===== config.mk =====
export PLATFORM = sky130hd
export DESIGN_NAME = lenet_set_ctrl
export DESIGN_NICKNAME = d
export VERILOG_FILES = /design/src/rtl/lenet_pkg.sv /design/src/rtl/lenet_done_collect.sv /design/src/rtl/lenet_set_ctrl.sv
export SDC_FILE = /design/constraint.sdc
export NUM_CORES = 1
export LEC_CHECK = 0
export CAP_MARGIN = 20
export CORE_MARGIN = 10
export CORE_UTILIZATION = 55
export DETAILED_ROUTE_END_ITERATION = 16
export GPL_TIMING_DRIVEN = 0
export PLACE_DENSITY = 0.89
export SLEW_MARGIN = 40
export SYNTH_ARGS = -nofsm -noshare
export SYNTH_HDL_FRONTEND = slang
export SYNTH_SLANG_ARGS = --single-unit
export TNS_END_PERCENT = 10

===== constraint.sdc =====
create_clock -name clk -period 3.5 [get_ports clk]
set_input_delay 0.525 -clock clk [delete_from_list [all_inputs] [get_ports clk]]
set_output_delay 0.525 -clock clk [all_outputs]
set_load 0.02 [all_outputs]

===== src/rtl/lenet_pkg.sv =====
// Shared types for the LeNet set controller: FSM states, phase encoding, watchdog default
// and the small decode helpers used by the controller.
package lenet_pkg;

  typedef enum logic [2:0] {
    ST_IDLE  = 3'd0,
    ST_START = 3'd1,
    ST_CONV  = 3'd2,
    ST_FC1   = 3'd3,
    ST_FC2   = 3'd4,
    ST_NEXT  = 3'd5,
    ST_DONE  = 3'd6,
    ST_ERR   = 3'd7
  } state_t;

  typedef enum logic [1:0] {
    PH_CONV = 2'd0,
    PH_FC1  = 2'd1,
    PH_FC2  = 2'd2,
    PH_NONE = 2'd3
  } phase_t;

  localparam int DEF_TIMEOUT_CYC = 60000;

  function automatic phase_t state_phase(input state_t st);
    phase_t ph;
    case (st)
      ST_CONV: ph = PH_CONV;
      ST_FC1:  ph = PH_FC1;
      ST_FC2:  ph = PH_FC2;
      default: ph = PH_NONE;
    endcase
    return ph;
  endfunction

  function automatic state_t state_after_phase(input state_t st);
    state_t nx;
    case (st)
      ST_CONV: nx = ST_FC1;
      ST_FC1:  nx = ST_FC2;
      ST_FC2:  nx = ST_NEXT;
      default: nx = ST_IDLE;
    endcase
    return nx;
  endfunction

endpackage


===== src/rtl/lenet_done_collect.sv =====
// Per-lane done collector shared by the CONV/FC1/FC2 phases; accepts level or pulse done flags.
module lenet_done_collect #(
  parameter int NUM_SET = 2
) (
  input  logic               clk,
  input  logic               srstn,
  input  logic               clr,
  input  logic [NUM_SET-1:0] raw,
  output logic               all_done,
  output logic               skew
);

  logic [NUM_SET-1:0] seen_q;
  logic [NUM_SET-1:0] seen_d;
  logic [NUM_SET-1:0] seen_next_s;

  assign seen_next_s = seen_q | raw;
  assign all_done    = &seen_next_s;
  assign skew        = (|raw) & ~(&raw);

  // next sticky seen vector
  always_comb begin
    seen_d = seen_q;
    if (clr) begin
      seen_d = {NUM_SET{1'b0}};
    end else begin
      seen_d = seen_next_s;
    end
  end

  // seen register
  always_ff @(posedge clk or negedge srstn) begin
    if (!srstn) begin
      seen_q <= {NUM_SET{1'b0}};
    end else begin
      seen_q <= seen_d;
    end
  end

endmodule


===== src/rtl/lenet_set_ctrl.sv =====
// Batch sequencer for NUM_SET lockstep LeNet cores with per-phase watchdog.
// Define LENET_LOCKSTEP_CHK_EN to enable the lane lockstep-skew check.
module lenet_set_ctrl
  import lenet_pkg::*;
#(
  parameter int NUM_SET     = 2,
  parameter int GROUP_W     = 8,
  parameter int TMO_W       = 16,
  parameter int TIMEOUT_CYC = DEF_TIMEOUT_CYC
) (
  input  logic               clk,
  input  logic               srstn,
  input  logic               batch_valid,
  output logic               batch_ready,
  input  logic [GROUP_W-1:0] batch_groups,
  input  logic               abort,
  output logic               conv_start,
  output logic [GROUP_W-1:0] group_idx,
  input  logic [NUM_SET-1:0] core_conv_done,
  input  logic [NUM_SET-1:0] core_fc1_done,
  input  logic [NUM_SET-1:0] core_fc2_done,
  output logic               busy,
  output logic               result_valid,
  output logic [GROUP_W-1:0] result_group,
  output logic               batch_done,
  output logic               err_timeout,
  output logic               err_mismatch
);

  localparam logic [TMO_W-1:0] TMO_LAST = TMO_W'(TIMEOUT_CYC - 1);

  state_t             state_q, state_d;
  logic [GROUP_W-1:0] groups_q, groups_d;
  logic [GROUP_W-1:0] idx_q, idx_d;
  logic [GROUP_W-1:0] res_grp_q;
  logic [TMO_W-1:0]   wdog_q, wdog_d;
  logic               err_tmo_q, err_tmo_d;
  logic               err_mis_q, err_mis_d;
  logic               ready_q, start_q, busy_q, res_q, done_q;
  phase_t             phase_s;
  logic [NUM_SET-1:0] raw_s;
  logic               in_phase_s, clr_s, all_done_s, skew_s, mis_hit_s, last_grp_s;

  assign phase_s    = state_phase(state_q);
  assign in_phase_s = (phase_s != PH_NONE);
  assign last_grp_s = (idx_q == (groups_q - GROUP_W'(1)));
  assign clr_s      = abort | ~in_phase_s | (state_d != state_q);

  // done vector of the active phase only; other phases' flags are ignored
  always_comb begin
    raw_s = {NUM_SET{1'b0}};
    case (phase_s)
      PH_CONV: raw_s = core_conv_done;
      PH_FC1:  raw_s = core_fc1_done;
      PH_FC2:  raw_s = core_fc2_done;
      default: raw_s = {NUM_SET{1'b0}};
    endcase
  end

  lenet_done_collect #(.NUM_SET(NUM_SET)) u_collect (
    .clk      (clk),
    .srstn    (srstn),
    .clr      (clr_s),
    .raw      (raw_s),
    .all_done (all_done_s),
    .skew     (skew_s)
  );

`ifdef LENET_LOCKSTEP_CHK_EN
  assign mis_hit_s = in_phase_s & skew_s;
`else
  logic unused_skew_s;
  assign unused_skew_s = skew_s;
  assign mis_hit_s     = 1'b0;
`endif

  // next-state, group index and watchdog; abort overrides everything
  always_comb begin
    state_d   = state_q;
    groups_d  = groups_q;
    idx_d     = idx_q;
    wdog_d    = wdog_q;
    err_tmo_d = err_tmo_q;
    err_mis_d = err_mis_q;
    if (abort) begin
      state_d   = ST_IDLE;
      idx_d     = {GROUP_W{1'b0}};
      wdog_d    = {TMO_W{1'b0}};
      err_tmo_d = 1'b0;
      err_mis_d = 1'b0;
    end else begin
      case (state_q)
        ST_IDLE: begin
          if (batch_valid) begin
            groups_d = batch_groups;
            idx_d    = {GROUP_W{1'b0}};
            state_d  = (batch_groups == {GROUP_W{1'b0}}) ? ST_DONE : ST_START;
          end else begin
            state_d = ST_IDLE;
          end
        end
        ST_START: begin
          wdog_d  = {TMO_W{1'b0}};
          state_d = ST_CONV;
        end
        ST_CONV, ST_FC1, ST_FC2: begin
          if (mis_hit_s) begin
            err_mis_d = 1'b1;
            state_d   = ST_ERR;
          end else if (all_done_s) begin
            wdog_d  = {TMO_W{1'b0}};
            state_d = state_after_phase(state_q);
          end else if (wdog_q == TMO_LAST) begin
            err_tmo_d = 1'b1;
            state_d   = ST_ERR;
          end else begin
            wdog_d = wdog_q + TMO_W'(1);
          end
        end
        ST_NEXT: begin
          if (last_grp_s) begin
            state_d = ST_DONE;
          end else begin
            idx_d   = idx_q + GROUP_W'(1);
            state_d = ST_START;
          end
        end
        ST_DONE: state_d = ST_IDLE;
        ST_ERR:  state_d = ST_ERR;
        default: state_d = ST_IDLE;
      endcase
    end
  end

  // state, context and Moore outputs registered from the next state
  always_ff @(posedge clk or negedge srstn) begin
    if (!srstn) begin
      state_q   <= ST_IDLE;
      groups_q  <= {GROUP_W{1'b0}};
      idx_q     <= {GROUP_W{1'b0}};
      wdog_q    <= {TMO_W{1'b0}};
      err_tmo_q <= 1'b0;
      err_mis_q <= 1'b0;
      ready_q   <= 1'b1;
      start_q   <= 1'b0;
      busy_q    <= 1'b0;
      res_q     <= 1'b0;
      res_grp_q <= {GROUP_W{1'b0}};
      done_q    <= 1'b0;
    end else begin
      state_q   <= state_d;
      groups_q  <= groups_d;
      idx_q     <= idx_d;
      wdog_q    <= wdog_d;
      err_tmo_q <= err_tmo_d;
      err_mis_q <= err_mis_d;
      ready_q   <= (state_d == ST_IDLE);
      start_q   <= (state_d == ST_START);
      busy_q    <= (state_d != ST_IDLE) && (state_d != ST_DONE);
      res_q     <= (state_d == ST_NEXT);
      res_grp_q <= (state_d == ST_NEXT) ? idx_d : res_grp_q;
      done_q    <= (state_d == ST_DONE);
    end
  end

  assign batch_ready  = ready_q;
  assign conv_start   = start_q;
  assign group_idx    = idx_q;
  assign busy         = busy_q;
  assign result_valid = res_q;
  assign result_group = res_grp_q;
  assign batch_done   = done_q;
  assign err_timeout  = err_tmo_q;
  assign err_mismatch = err_mis_q;

endmodule


==> flow_summary_export.csv <==
group,metric,value,unit
outcome,status,"complete, no violations",
sta,hold_violations,0,
final_layout,multi_input_area,1670,µm²
grt,grt_pass1_wl,12100,µm
logic_synthesis,syn-mean-instance-area,9.57,µm²
job,maxCapViolations,0,
sta,period_needed,3.28,ns
drt,wl_per_cell,16.7,µm
sta,finClkSkew,0.00936,ns
drt,dr_wl_met3,463,µm
floorplan,num_io_pins,41,
floorplan,dieHeight,94.7,µm
final_layout,layout-area-overhead-vs-synth,20.0,%
sta,worst_pin_slew,0.546,ns
sta,fin_crit_sh,93.6,%
grt,grt_max_degree,37,
drt,met2_length,3660,µm
clock_network,clock_latency,0.31,ns
placement,dp_hpwl,5490,µm
logic_synthesis,synthArstFlopShare,100,%
grt,grt_pass1_vias,2525,
drt,vias,2602,
sta,drv_slew,0,
drt,drc_errors,0,
placement,port_buffers,39,
worst_setup_path,required,3.69,ns
sta,max_freq,305,MHz
clock_network,clockBufferDepth,2,
pwr,leakagePower,1.55,nW
clock_network,cts.sinks,51,
worst_setup_path,arrival,3.47,ns
final_layout,final.fill_count,441,
final_layout,final_layout_size_suffix_gt1_share,14.4,%
worst_setup_path,crit_path_start_kind,"flop",
floorplan,core.rowCount,27,
pwr,vdd_drop_max,0.274,mV
floorplan,core,5470,µm²
min_path,worstHoldPathType,"in -> async",
final_layout,antenna_cells,0,
logic_synthesis,synth.distinct_cells,69,
logic_synthesis,ys_ff_latch,51,
floorplan,die_area,8970,µm²
logic_synthesis,syn_area,3070,µm²
clock_network,cts_made_buffers,5,
sta,rsz0062_at_grt,"false",
grt,grt_usage,16.4,%
drt,ant_nets,0,
clock_network,htreeDepth,2,
drt,wl,7390,µm
worst_setup_path,cp_max_fo,10,
pwr,total_power,1.40,mW
placement,gp_congestion,0.910,
drt,drtIter0Drc,237,
final_layout,fin_nets,389,
worst_setup_path,critical_path_class,"reg -> reg",
logic_synthesis,ys.flop_type,"dfrtp_1",
logic_synthesis,synth_edf_count,0,
sta,slew_headroom,63.4,%
drt,wl_met1,3140,µm
drt,top_layer,"met4",
pwr,pwr_density_cell,380,nW/µm²
worst_setup_path,end_kind,"flop",
floorplan,start_util,56.1,%
floorplan,die_width,94.7,µm
sta,setup_tns,0,ns
logic_synthesis,synth-seq-area-share,41.6,%
drt,drt_first_pass_iters,4,
clock_network,clk_pin_slew,0.10,ns
clock_network,cts_tree,"done",
sta,setup_violations,0,
drt,vias_per_cell,5.90,
clock_network,cts_resized,0,
logic_synthesis,mappedNetlistNets,342,
grt,antenna_found_initial,0,
grt,overflow,0,
logic_synthesis,postSynthCellCount,321,
clock_network,cts_root_buf,"clkbuf_8",
final_layout,ff_latch_area,1280,µm²
logic_synthesis,yosys_warnings,0,
## placed cells by master, fill, tap and decap left out, types with 11 or more instances in the layout
cell,count
nand3_1,11
nor2_1,42
clkdlybuf4s50_1,38
a21oi_1,12
xor2_1,12
mux2_2,15
dfrtp_1,50
nand2_1,26
o21ai_0,14
## area by class of cell
cell class / count / share of cell area, %
Multi-Input combinational cell: 248 / 45.2
Sequential cell: 51 / 34.6
Tap cell: 72 / 2.44
Clock buffer: 6 / 2.24
Inverter: 9 / 0.916
Timing Repair Buffer: 40 / 11.1
Buffer: 13 / 2.51
Clock inverter: 2 / 0.950
## worst max-delay path, stage by stage, from the launching register on
cell      delay [ns]
dfrtp_1         0.33
clkbuf_2        0.19
inv_1           0.06
ha_1            0.19
clkbuf_2        0.17
nor2b_1         0.15
or3_1           0.35
a31o_2          0.26
a211oi_4        0.45
or2b_1          0.17
o211ai_1        0.21
nand3_4         0.26
mux2_2          0.36
## sequential cells by signal, indices dropped and copies added, names as in the netlist
| name | count |
|---|---|
| batch_ready | 1 |
| state_q | 3 |
| conv_start | 1 |
| groups_q | 8 |
| err_timeout | 1 |
| result_group | 8 |
| group_idx | 8 |
| busy | 1 |
| result_valid | 1 |
| u_collect.seen_q | 2 |
| wdog_q | 16 |
| batch_done | 1 |
## metrics by stage
stage | setup WS (ns) | util (%) | cells | hold WS (ns) | area, µm²
finish | 0.224 | 67.4 | 441 | 0.0610 | 3690
CTS | 0.176 | 67.4 | 441 | 0.0668 | 3690
detailed placement | 0.227 | 65.2 | 433 | 0.399 | 3570
global route | 0.0194 | 67.4 | 441 | 0.0764 | 3690
global placement | 0.281 | 64.9 | 432 | 0.489 | 3550
floorplan | 0.635 | - | 321 | 0.229 | 3070
## final timing paths
kind / start / end / slack (ns) / cells after the start
max: groups_q[0] / result_group[0] / 0.22 / 12
min: srstn / groups_q[3] / 0.06 / 1
max reg2reg: groups_q[0] / result_group[0] / 0.22 / 12
min reg2reg: result_group[3] / result_group[3] / 0.51 / 1
max in group asynchronous: srstn / wdog_q[12] / 2.99 / 2
min in group clk: result_group[3] / result_group[3] / 0.51 / 1
## routing by layer
| layer | track usage, % | vias to the layer above |
|---|---|---|
| met5 | 0 | - |
| met4 | 4.74 | 0 |
| met3 | 3.33 | 12 |
| met2 | 27.9 | 85 |
| met1 | 20.7 | 1263 |
| li1 | - | 1242 |
## cell usage after synthesis (all sizes together), types with 4 or more instances
master	count	area, µm²
nor2	42	158
nor4	5	46.3
xnor2	7	61.3
mux2	17	199
nor3	7	35.0
inv	8	30.0
dfrtp	50	1250
nand3	12	72.6
buf	7	62.6
nor2b	5	31.3
nand3b	4	42.5
or3	9	56.3
nand2	26	97.6
a21oi	14	85.1
nand4	9	56.3
mux2i	5	50.1
a31oi	4	25.0
nand2b	5	31.3
o21ai	15	75.1
clkbuf	6	30.0
xor2	12	105
## report_power, final
group / internal (mW) / total (mW) / switching (mW)
clock: 0.232 / 0.429 / 0.197
sequential: 0.624 / 0.668 / 0.0440
combinational: 0.142 / 0.306 / 0.164
## kinds of logic (layout without fill, tap and decap cells)
group	count (synthesis)	in the layout	synth area share (%)
XOR/XNOR	19	19	5.42
AND/OR/NAND/NOR	142	142	24.8
adder cells (fa/ha/maj)	3	3	1.22
buffers and inverters	22	70	4.11
multiplexers	22	22	8.11
other	1	1	0.122
AO/OA/AOI/OAI	61	61	14.6
flip-flops	51	51	41.6
## timing repair
action / CTS / global route
endpoints found under the setup margin: 0 / 7
hold buffers: 0 / 0
buffers inserted: 0 / 0
No activity file was read; power rests on OpenSTA's default activity.
